File: src/rtl/bf16_mac_lanes_if.sv
// -----------------------------------------------------------------------------
// bf16_mac_lanes_if
// Operand/result bundle between the systolic controller and the BF16 MAC lanes.
//   acc_clear  : abort the current group and zero all accumulation state
//   in_valid   : operand beat present this cycle
//   in_last    : beat closes its group (qualified by in_valid)
//   a_in, b_in : LANES packed BF16 operands, lane i at [16i+15:16i]
//   out_valid  : one-cycle pulse, result vector valid
//   out_data   : LANES packed FP32 group results, lane i at [32i+31:32i]
//   ovf_out    : per-lane overflow flag of the emitted group
// master = controller side, slave = MAC engine side.
// -----------------------------------------------------------------------------
interface bf16_mac_lanes_if #(
   parameter int LANES = 4
);
   logic                  acc_clear;
   logic                  in_valid;
   logic                  in_last;
   logic [LANES*16-1:0]   a_in;
   logic [LANES*16-1:0]   b_in;
   logic                  out_valid;
   logic [LANES*32-1:0]   out_data;
   logic [LANES-1:0]      ovf_out;

   modport master (
      output acc_clear, in_valid, in_last, a_in, b_in,
      input  out_valid, out_data, ovf_out
   );

   modport slave (
      input  acc_clear, in_valid, in_last, a_in, b_in,
      output out_valid, out_data, ovf_out
   );
endinterface

File: src/rtl/bf16_mac_lanes.sv
// -----------------------------------------------------------------------------
// bf16_mac_lanes
// Multi-lane BF16 x BF16 multiply with FP32 accumulation per group.
//   Stage 1 : exact BF16 product per lane, registered with valid/last.
//   Stage 2 : FP32 accumulate (truncate or RNE), sticky overflow per lane;
//             a last beat registers the sum onto the outputs and clears the
//             accumulator in the same cycle, so groups run back to back.
// Ports:
//   clk   : clock
//   rst_n : synchronous active-low reset
//   bus   : bf16_mac_lanes_if.slave (operands in, results out)
// Parameters:
//   LANES      : number of independent lanes
//   ROUND_MODE : 0 = truncate, 1 = round-to-nearest-even on the accumulate
//   SATURATE   : 1 = clamp overflow to max finite, 0 = emit infinity
// Denormals flush to zero; exponent 0xFF is treated as an ordinary value.
// -----------------------------------------------------------------------------
module bf16_mac_lanes #(
   parameter int LANES      = 4,
   parameter int ROUND_MODE = 0,
   parameter int SATURATE   = 1
) (
   input logic              clk,
   input logic              rst_n,
   bf16_mac_lanes_if.slave  bus
);

   // ---------------------------------------------------------------------------
   // Arithmetic helpers
   // ---------------------------------------------------------------------------

   // Overflow result with the given sign.
   function automatic logic [31:0] ovf_value(input logic sign);
      if (SATURATE != 0) return {sign, 31'h7F7F_FFFF};
      else               return {sign, 8'hFF, 23'd0};
   endfunction

   // Leading-zero count of a 27-bit value (caller guarantees non-zero).
   function automatic logic [4:0] lzc27(input logic [26:0] v);
      logic [4:0] cnt;
      logic       found;
      cnt   = 5'd0;
      found = 1'b0;
      for (int k = 26; k >= 0; k--) begin
         if (!found) begin
            if (v[k]) found = 1'b1;
            else      cnt   = cnt + 5'd1;
         end
      end
      return cnt;
   endfunction

   // Exact BF16 x BF16 product in FP32. Returns {overflow, fp32}.
   function automatic logic [32:0] bf16_mul(input logic [15:0] a, input logic [15:0] b);
      logic               sign;
      logic [15:0]        prod;
      logic signed [9:0]  exp_p;
      logic [22:0]        mant;
      sign  = a[15] ^ b[15];
      prod  = {8'd0, 1'b1, a[6:0]} * {8'd0, 1'b1, b[6:0]};
      // Mantissa product lies in [1,4); a set top bit means [2,4) -> exp+1.
      exp_p = $signed({2'b00, a[14:7]}) + $signed({2'b00, b[14:7]})
              - 10'sd127 + $signed({9'd0, prod[15]});
      mant  = prod[15] ? {prod[14:0], 8'd0} : {prod[13:0], 9'd0};
      if (a[14:7] == 8'd0 || b[14:7] == 8'd0 || exp_p < 10'sd1)
         return 33'd0;
      else if (exp_p > 10'sd254)
         return {1'b1, ovf_value(sign)};
      else
         return {1'b0, sign, exp_p[7:0], mant};
   endfunction

   // FP32 add with guard/round/sticky. Returns {overflow, fp32}.
   function automatic logic [32:0] fp32_add(input logic [31:0] x, input logic [31:0] y);
      logic [31:0]        big;
      logic [31:0]        sml;
      logic [23:0]        m_big;
      logic [23:0]        m_sml;
      logic [7:0]         d;
      logic [26:0]        sml_ext;
      logic [26:0]        sh;
      logic [27:0]        sum;
      logic [26:0]        n;
      logic [4:0]         lz;
      logic signed [9:0]  exp_r;
      logic               inc;
      logic [24:0]        rnd;
      logic [22:0]        mant;

      // Order by magnitude so the subtraction below never goes negative.
      if (x[30:0] >= y[30:0]) begin
         big = x;
         sml = y;
      end else begin
         big = y;
         sml = x;
      end
      m_big = (big[30:23] == 8'd0) ? 24'd0 : {1'b1, big[22:0]};
      m_sml = (sml[30:23] == 8'd0) ? 24'd0 : {1'b1, sml[22:0]};
      d     = big[30:23] - sml[30:23];

      // Three extra low bits: guard, round, sticky. Everything shifted past
      // the sticky position is ORed into it.
      sml_ext = {m_sml, 3'b000};
      if (d >= 8'd27) begin
         sh = {26'd0, |m_sml};
      end else begin
         sh    = sml_ext >> d;
         sh[0] = sh[0] | (|(sml_ext & ~({27{1'b1}} << d)));
      end

      exp_r = $signed({2'b00, big[30:23]});
      if (big[31] == sml[31]) sum = {1'b0, m_big, 3'b000} + {1'b0, sh};
      else                    sum = {1'b0, m_big, 3'b000} - {1'b0, sh};

      if (sum == 28'd0) return 33'd0;  // exact cancellation or 0+0 -> +0

      if (sum[27]) begin
         // Magnitude carry: shift right, keep the lost bit in sticky.
         n     = {sum[27:2], sum[1] | sum[0]};
         exp_r = exp_r + 10'sd1;
      end else begin
         lz    = lzc27(sum[26:0]);
         n     = sum[26:0] << lz;
         exp_r = exp_r - $signed({5'd0, lz});
      end

      inc  = (ROUND_MODE != 0) ? (n[2] & (n[1] | n[0] | n[3])) : 1'b0;
      rnd  = {1'b0, n[26:3]} + {24'd0, inc};
      if (rnd[24]) begin
         // Rounding carried out of the mantissa: value is 2.0 -> 1.0 x 2^(e+1).
         mant  = rnd[23:1];
         exp_r = exp_r + 10'sd1;
      end else begin
         mant  = rnd[22:0];
      end

      if (exp_r < 10'sd1)        return 33'd0;
      else if (exp_r > 10'sd254) return {1'b1, ovf_value(big[31])};
      else                       return {1'b0, big[31], exp_r[7:0], mant};
   endfunction

   // ---------------------------------------------------------------------------
   // State
   // ---------------------------------------------------------------------------
   logic                    p_valid_q,   p_valid_d;
   logic                    p_last_q,    p_last_d;
   logic [LANES-1:0][31:0]  p_data_q,    p_data_d;
   logic [LANES-1:0]        p_ovf_q,     p_ovf_d;

   logic [LANES-1:0][31:0]  acc_q,       acc_d;
   logic [LANES-1:0]        sticky_q,    sticky_d;

   logic                    out_valid_q, out_valid_d;
   logic [LANES-1:0][31:0]  out_data_q,  out_data_d;
   logic [LANES-1:0]        ovf_q,       ovf_d;

   logic [LANES-1:0][32:0]  mul_r;
   logic [LANES-1:0][32:0]  add_r;
   logic [LANES-1:0]        lane_ovf;

   // ---------------------------------------------------------------------------
   // Next-state logic
   // ---------------------------------------------------------------------------
   always_comb begin
      // NOTE: every variable gets a default before any branch so no path
      // leaves it unassigned, which would infer a latch.
      p_valid_d   = bus.in_valid & ~bus.acc_clear;  // clear drops a same-cycle beat
      p_last_d    = bus.in_last;
      mul_r       = '0;
      add_r       = '0;
      lane_ovf    = '0;
      p_data_d    = '0;
      p_ovf_d     = '0;
      acc_d       = acc_q;
      sticky_d    = sticky_q;
      out_valid_d = 1'b0;
      out_data_d  = out_data_q;
      ovf_d       = ovf_q;

      for (int i = 0; i < LANES; i++) begin
         mul_r[i]    = bf16_mul(bus.a_in[16*i +: 16], bus.b_in[16*i +: 16]);
         p_data_d[i] = mul_r[i][31:0];
         p_ovf_d[i]  = mul_r[i][32];
         add_r[i]    = fp32_add(acc_q[i], p_data_q[i]);
         lane_ovf[i] = add_r[i][32] | p_ovf_q[i] | sticky_q[i];
      end

      if (bus.acc_clear) begin
         // Abort: no emit, outputs keep their last emitted values.
         acc_d    = '0;
         sticky_d = '0;
      end else if (p_valid_q) begin
         if (p_last_q) begin
            out_valid_d = 1'b1;
            for (int i = 0; i < LANES; i++) begin
               out_data_d[i] = add_r[i][31:0];
            end
            ovf_d    = lane_ovf;
            acc_d    = '0;
            sticky_d = '0;
         end else begin
            for (int i = 0; i < LANES; i++) begin
               acc_d[i] = add_r[i][31:0];
            end
            sticky_d = lane_ovf;
         end
      end
   end

   // ---------------------------------------------------------------------------
   // Registers
   // ---------------------------------------------------------------------------
   always_ff @(posedge clk) begin
      // NOTE: non-blocking assignments so every flop samples pre-edge values
      // regardless of statement order.
      if (!rst_n) begin
         p_valid_q   <= 1'b0;
         acc_q       <= '0;
         sticky_q    <= '0;
         out_valid_q <= 1'b0;
         out_data_q  <= '0;
         ovf_q       <= '0;
      end else begin
         p_valid_q   <= p_valid_d;
         acc_q       <= acc_d;
         sticky_q    <= sticky_d;
         out_valid_q <= out_valid_d;
         out_data_q  <= out_data_d;
         ovf_q       <= ovf_d;
      end
   end

   // NOTE: the stage-1 payload is left without reset; it is only consumed
   // when p_valid_q is set, and that bit is reset.
   always_ff @(posedge clk) begin
      p_last_q <= p_last_d;
      p_data_q <= p_data_d;
      p_ovf_q  <= p_ovf_d;
   end

   // ---------------------------------------------------------------------------
   // Outputs
   // ---------------------------------------------------------------------------
   assign bus.out_valid = out_valid_q;
   assign bus.out_data  = out_data_q;
   assign bus.ovf_out   = ovf_q;

endmodule
File: src/flat_wrapper.sv
// flat-port wrapper written by rule: the top's interface ports become plain ports
module bf16_mac_lanes_flat 
#(
   parameter int LANES      = 4,
   parameter int ROUND_MODE = 0,
   parameter int SATURATE   = 1
)
  (clk, rst_n, bus_acc_clear, bus_in_valid, bus_in_last, bus_a_in, bus_b_in, bus_out_valid, bus_out_data, bus_ovf_out);
  bf16_mac_lanes_if #(.LANES(LANES)) bus_i ();
  input logic clk;
  input logic rst_n;
  input wire logic [$bits(bus_i.acc_clear)-1:0] bus_acc_clear;
  input wire logic [$bits(bus_i.in_valid)-1:0] bus_in_valid;
  input wire logic [$bits(bus_i.in_last)-1:0] bus_in_last;
  input wire logic [$bits(bus_i.a_in)-1:0] bus_a_in;
  input wire logic [$bits(bus_i.b_in)-1:0] bus_b_in;
  output wire logic [$bits(bus_i.out_valid)-1:0] bus_out_valid;
  output wire logic [$bits(bus_i.out_data)-1:0] bus_out_data;
  output wire logic [$bits(bus_i.ovf_out)-1:0] bus_ovf_out;
  assign bus_i.acc_clear = bus_acc_clear;
  assign bus_i.in_valid = bus_in_valid;
  assign bus_i.in_last = bus_in_last;
  assign bus_i.a_in = bus_a_in;
  assign bus_i.b_in = bus_b_in;
  assign bus_out_valid = bus_i.out_valid;
  assign bus_out_data = bus_i.out_data;
  assign bus_ovf_out = bus_i.ovf_out;
  bf16_mac_lanes #(.LANES(LANES), .ROUND_MODE(ROUND_MODE), .SATURATE(SATURATE)) u_core (.clk(clk), .rst_n(rst_n), .bus(bus_i));
endmodule
File: config.mk
export PLATFORM = sky130hd
export DESIGN_NAME = bf16_mac_lanes_flat
export DESIGN_NICKNAME = d
export VERILOG_FILES = /design/src/rtl/bf16_mac_lanes_if.sv /design/src/rtl/bf16_mac_lanes.sv /design/src/flat_wrapper.sv
export SDC_FILE = /design/constraint.sdc
export NUM_CORES = 2
export LEC_CHECK = 0
export ABC_AREA = 1
export BUFFER_PORTS_ARGS = -buffer_cell sky130_fd_sc_hd__buf_2
export CAP_MARGIN = 20
export CORE_MARGIN = 2
export CORE_UTILIZATION = 60
export DETAILED_ROUTE_END_ITERATION = 10
export GPL_TIMING_DRIVEN = 0
export PLACE_DENSITY = 0.78
export REMOVE_ABC_BUFFERS = 1
export SKIP_LAST_GASP = 1
export SLEW_MARGIN = 10
export SYNTH_ARGS = -nofsm -noshare
export SYNTH_HDL_FRONTEND = slang
export SYNTH_SLANG_ARGS = --single-unit
File: constraint.sdc
create_clock -name clk -period 33.6 [get_ports clk]
set_input_delay 5.04 -clock clk [delete_from_list [all_inputs] [get_ports clk]]
set_output_delay 5.04 -clock clk [all_outputs]
set_load 0.05 [all_outputs]
## Yosys cells after proc, flatten, opt, wreduce, memory -nomap -nowiden

Index checks and enable logic that the tools add are counted.

- Flip-flop bits (word level): 399
- Input port bits: 133
- Word-level logic and storage cells: 1,187
- Output and inout bits: 133

- Equal/unequal tests: 4
- Multiply operators: 4
- Bitwise gates (word level): 32
- Shifts and indexed selects: 12
- Magnitude comparators: 24
- $add $sub $neg: 136
- Reductions and logical operators: 43
- Mux-type cells: 907

Operator list:

| operator | number |
|---|---|
| $mux 5 | 424 |
| $mux 33 | 20 |
| $add 5x1->5 const B | 104 |
| $mux 1 | 421 |
| $mux 32 | 8 |
| $mux 24 | 8 |
| $logic_not 8->1 | 16 |
| $mux 128 | 1 |
| $ge 31x31->1 | 4 |
| $add 27x27->28 | 4 |
| $logic_not 28->1 | 4 |
| $mux 28 | 4 |
| $sub 27x27->28 | 4 |
| $and 27x27->27 | 4 |
| $mux 27 | 4 |
| $not 27->27 | 4 |
| $reduce_or 27->1 | 4 |
| $shl 27x5->26 | 4 |
| $shl 27x8->27 const A | 4 |
| $shr 27x8->27 | 4 |
| $mux 26 | 4 |
| $reduce_or 24->1 | 4 |
| $mux 23 | 4 |
| $gt 10x9->1 const B | 8 |
| other kinds (20) | 92 |

## Logic depth before layout (Yosys ltp)

- Depth in word-level cells: 154
- Depth in mapped cells: 167
- Depth with buffers taken out: 162

## Worst setup path after synthesis

No wires, ideal clock.

- Kind: register to register
- Start point: reg u_core.p_data_q[55] in the netlist's numbering
- End point: reg u_core.out_data_q, in the netlist u_core.bus.out_data[54]
- Stages on the path, launching flop included: 140
- Library setup time: 0.128 ns
- Arrival time: 19.464 ns
- Slack: 14.007 ns
- Buffers on the path: 11
- Path through: dfxtp_1 -> inv_1 -> ha_1 -> buf_6 -> nand4_1 -> nor3_2 -> and3_2 -> nand2_4 -> nand3_4 -> buf_8 -> clkbuf_8 -> clkbuf_1 -> o21ai_0 -> or2_2 -> nor4_1 -> clkbuf_1 -> nor2_1 -> ha_1 -> [... 104 more ...] -> nor2_1 -> a211oi_1 -> nor2_1 -> or2_2 -> a21oi_1 -> nand3_1 -> nand2_1 -> o211ai_1 -> xor2_1 -> nand3_1 -> o31ai_1 -> inv_1 -> nand2_1 -> clkinv_1 -> buf_6 -> clkbuf_1 -> nand2_1 -> a21oi_1

- Longest elaborated chain between the ends: 151
- Elaborated cells on any way between the ends: 270
- Classes of those cells: 31 x add/sub; 4 x order compare; 1 x eq/ne; 3 x shift; 223 x mux; 3 x bitwise; 5 x reduce/logical

Ends and longest elaborated chain:

| element | line | source |
|---|---|---|
| start: declaration | bf16_mac_lanes.sv:148 | `logic [LANES-1:0][31:0] p_data_q, p_data_d;` |
| start signal: assignment | bf16_mac_lanes.sv:238 | `p_data_q <= p_data_d;` |
| $ge 31x31->1 | bf16_mac_lanes.sv:91 | `if (x[30:0] >= y[30:0]) begin` |
| $mux 32 | bf16_mac_lanes.sv:91 |  |
| $sub 8x8->8 | bf16_mac_lanes.sv:100 | `d = big[30:23] - sml[30:23];` |
| $shl 27x8->27 | bf16_mac_lanes.sv:109 | `sh[0] = sh[0] \| (\|(sml_ext & ~({27{1'b1}} << d)));` |
| $not 27->27 | bf16_mac_lanes.sv:109 |  |
| $and 27x27->27 | bf16_mac_lanes.sv:109 |  |
| $reduce_or 27->1 | bf16_mac_lanes.sv:109 |  |
| $or 1x1->1 | bf16_mac_lanes.sv:109 |  |
| [... 133 more ...] | -- |  |
| $mux 5 | bf16_mac_lanes.sv:45 | `if (!found) begin` |
| $mux 5 (2 in a row) | bf16_mac_lanes.sv:118 | `if (sum[27]) begin` |
| $sub 8x5->9 | bf16_mac_lanes.sv:125 | `exp_r = exp_r - $signed({5'd0, lz});` |
| $mux 10 (2 in a row) | bf16_mac_lanes.sv:118 |  |
| $gt 10x9->1 | bf16_mac_lanes.sv:139 | `else if (exp_r > 10'sd254) return {1'b1, ovf_value(big[31])};` |
| $mux 33 | bf16_mac_lanes.sv:139 |  |
| $mux 33 | bf16_mac_lanes.sv:138 | `if (exp_r < 10'sd1) return 33'd0;` |
| $mux 33 (*) | bf16_mac_lanes.sv:118 |  |
| end signal: assignment | bf16_mac_lanes.sv:229 | `out_data_q <= out_data_d;` |
| end: declaration | bf16_mac_lanes.sv:155 | `logic [LANES-1:0][31:0] out_data_q, out_data_d;` |

Every way passes the cells marked *; elsewhere a longest branch is shown, timed or not. The select of a mux whose other input is x is not followed.
A chain may end at the register's enable or synchronous reset.

## Worst setup path in the final report

- Start point: reg u_core.p_data_q[55] in the netlist's numbering
- End point: reg u_core.acc_q[60] in the netlist's numbering

- Longest elaborated chain between the ends: 152
- Elaborated cells on any way between the ends: 269
- Classes of those cells: 31 x add/sub; 4 x order compare; 1 x eq/ne; 2 x shift; 223 x mux; 3 x bitwise; 5 x reduce/logical

Ends and longest elaborated chain:

| element | line | source |
|---|---|---|
| $ge 31x31->1 | bf16_mac_lanes.sv:91 |  |
| $mux 32 | bf16_mac_lanes.sv:91 |  |
| $sub 8x8->8 | bf16_mac_lanes.sv:100 |  |
| $shl 27x8->27 | bf16_mac_lanes.sv:109 |  |
| $not 27->27 | bf16_mac_lanes.sv:109 |  |
| $and 27x27->27 | bf16_mac_lanes.sv:109 |  |
| $reduce_or 27->1 | bf16_mac_lanes.sv:109 |  |
| $or 1x1->1 | bf16_mac_lanes.sv:109 |  |
| [... 134 more ...] | -- |  |
| $mux 5 (2 in a row) | bf16_mac_lanes.sv:118 |  |
| $sub 8x5->9 | bf16_mac_lanes.sv:125 |  |
| $mux 10 (2 in a row) | bf16_mac_lanes.sv:118 |  |
| $gt 10x9->1 | bf16_mac_lanes.sv:139 |  |
| $mux 33 | bf16_mac_lanes.sv:139 |  |
| $mux 33 | bf16_mac_lanes.sv:138 |  |
| $mux 33 (*) | bf16_mac_lanes.sv:118 |  |
| $mux 128 (*) | bf16_mac_lanes.sv:194 | `if (p_last_q) begin` |
| end signal: assignment | bf16_mac_lanes.sv:219 | `acc_q <= '0;` |
| end signal: assignment | bf16_mac_lanes.sv:226 | `acc_q <= acc_d;` |
| end: declaration | bf16_mac_lanes.sv:151 | `logic [LANES-1:0][31:0] acc_q, acc_d;` |

Marked as above.

==> results.cfg <==
[sta]
slew_viol_final = 0
slew_headroom_pct = 24.3
worst_hold_slack_ns = 0.466
fin_worst_skew_ns = 0.0265
finalHoldViolations = 0
layout_worst_path_cycle_share_pct = 81.2
setup-violations-final = 0
rsz0062_at_grt = false
tightest_slew_ns = 1.13
fmax_ghz = 0.0367
setup_tns_ns = 0
min_period_ns = 27.27

[route]
wirelength_mm = 254
drc = 1
routedWlPerCell_um = 17.7
drt_first_pass_iters = 11
drtIter0Drc = 9094
vias_per_cell = 5.86
vias = 83700
ant_nets = 0

[global_routing]
overflow = 0
grt_max_degree = 116
grt_use_total_pct = 38.4
antenna_found_initial = 14
grt_pass1_wl_mm = 398
grt_pass1_vias = 75500

[synthesis]
yosysMostFrequentCell = nand2_1
ys_top_cells_by_area = nand2_1 (18%), ha_1 (11%), dfxtp_1 (9.9%)
synth-async-reset-ratio_pct = 0
yosys_warnings = 0
syn_area_um2 = 74000
netlist.area_leader.share_pct = 18.2
synth_cell_type_count = 109
syn_inst = 12700
synth_area_per_cell_um2 = 5.82
ys_ff_latch = 367
synth_edf_count = 0
yosysTopAreaCell = nand2_1
synth_common_cells = nand2_1 (3595), inv_1 (1873), nand3_1 (1264), a21oi_1 (968), nor2_1 (944)
ys.flop_type = dfxtp_1
ys_seq_area_share_pct = 9.92

[die]
rows = 128
core_um2 = 122000
initial_core_util_pct = 60.6
die_x_um = 355
io_pins = 266
die_y_um = 355
dieArea_um2 = 126000

[pwr]
vdd_ir_drop_max_uv = 94.0
p_per_area_nw_per_um2 = 111
power_leakage_uw = 0.0411

[cts]
root_buffer = clkbuf_16
htreeDepth = 2
cts_buffer_depth = 3
holdBufCountCts = 0
cts_setup_buffers = 0
cts_tree = done
cts_resized = 0
cts_sinks = 367
numCtsBuffers = 47
worstSkewPairLatency_ns = 0.66
cts.clk_slew.worst_paths_ns = 0.06

[run]
drv_cap = 0

[worst_setup_path]
critPathMaxFanout = 80
worst_path_max_delay_cell = o21ai_0
cp-start-kind = flip-flop
cpMostUsedCell = nand2_1
end_kind = flip-flop
required_ns = 34.13
crit_type = reg -> reg
critPathMaxStageDelay_ns = 1.10
arrival_ns = 27.81

[status]
status = finished with violations
failed_checks = DRC

[final_layout]
fillCellCount = 12300
fin_nets = 13500
drive_gt1_share_pct = 8.20
syn_to_final_growth_pct = 2.78

[placed_design]
io_buffers = 265
place.gp.congestion = 1.04
dp_hpwl_mm = 205

[hold_path]
hold_class = reg -> reg
==> layout make-up <==
cell class                 count  area (um2)  area share (%)
inverter                    2004        7600            9.99
sequential                   367        7350            9.65
antenna                        4        10.0          0.0132
clock buffer                  59        1300            1.71
clock inverter                25         330           0.434
multi-input combinational   9906       55600            73.0
tap                         1625        2030            2.67
timing repair buffer         305        1900            2.50
==> per-stage QoR <==
step / instances / setup WS, ns / utilization, % / power [uW] / area [um2]
detailed placement: 14200 / 6.41 / 60.8 / 7630 / 74300
floorplan: 12300 / 11.68 / - / 5550 / 70400
global route: 14300 / 4.20 / 62.3 / 9160 / 76100
global placement: 14200 / 5.65 / 60.3 / 7520 / 73700
CTS: 14300 / 6.31 / 62.2 / 8210 / 76000
finish: 14300 / 6.33 / 62.3 / 8460 / 76100
==> critical path, delay by kind of cell, from the launching register on <==
family | cells | cell delay (ns)
and+or+nand+nor | 68 | 9.75
buffers and inverters | 15 | 2.55
xor gates and xnor gates | 3 | 0.54
adders and majority gates | 17 | 6.63
AOI/OAI and AO/OA | 34 | 7.21
DFF | 1 | 0.40
==> logic make-up (layout without fill, tap and decap cells) <==
family | Yosys count | after routing | synth area share [%]
xor gates and xnor gates | 242 | 242 | 2.96
buffers and inverters | 2459 | 2393 | 15.2
muxes | 9 | 9 | 0.123
other | 0 | 4 | 0
AOI/OAI and AO/OA | 2158 | 2158 | 16.2
DFF | 367 | 367 | 9.92
and+or+nand+nor | 6712 | 6712 | 40.7
adders and majority gates | 785 | 785 | 14.8
==> routing by layer <==
metal  share of wire, %  global-route usage [%]
met2                 43                    61.1
met5              0.033                       0
met1                 42                    50.6
met3                9.5                    6.56
met4                5.2                    17.5
==> state kept, by name, indices dropped and copies added, names as in the netlist <==
name and cells:
u_core.bus.out_valid 1, u_core.bus.ovf_out 4, u_core.bus.out_data 128, u_core.sticky_q 4, u_core.p_last_q 1, u_core.p_valid_q 1
u_core.p_data_q 100, u_core.acc_q 128
==> cells in the final DEF (no fill, tap or decap), types with 91 or more instances in the layout <==
master   Yosys  final
nor2_1     944    940
o21ai_0    663    663
ha_1       629    629
fa_1       156    156
o21ai_1    101    101
buf_2       25    269
nand2_1   3595   3593
nor3_1      97     97
inv_2       88     91
nand4_1    232    232
inv_1     1873   1869
xor2_1     192    187
nand2_2    139    140
a21oi_1    968    968
nand3_1   1264   1263
dfxtp_1    367    367
==> path summary, 6_finish.rpt <==
path | start | endpoint | slack (ns) | cells past startpoint
max | u_core.p_data_q[55] | u_core.acc_q[60] | 6.33 | 137
min | u_core.bus.out_data[92] | u_core.bus.out_data[92] | 0.47 | 2
max reg2reg | u_core.p_data_q[55] | u_core.acc_q[60] | 6.33 | 137
min reg2reg | u_core.bus.out_data[92] | u_core.bus.out_data[92] | 0.47 | 2
==> where the power goes <==
| group | total [uW] | internal, uW | leakage [uW] | switching (uW) |
|---|---|---|---|---|
| Clock | 543 | 316 | 0.000795 | 227 |
| Combinational | 7330 | 2070 | 0.0373 | 5270 |
| Sequential | 581 | 506 | 0.00300 | 75.2 |
Note: power is estimated with default switching activity, not from simulation.
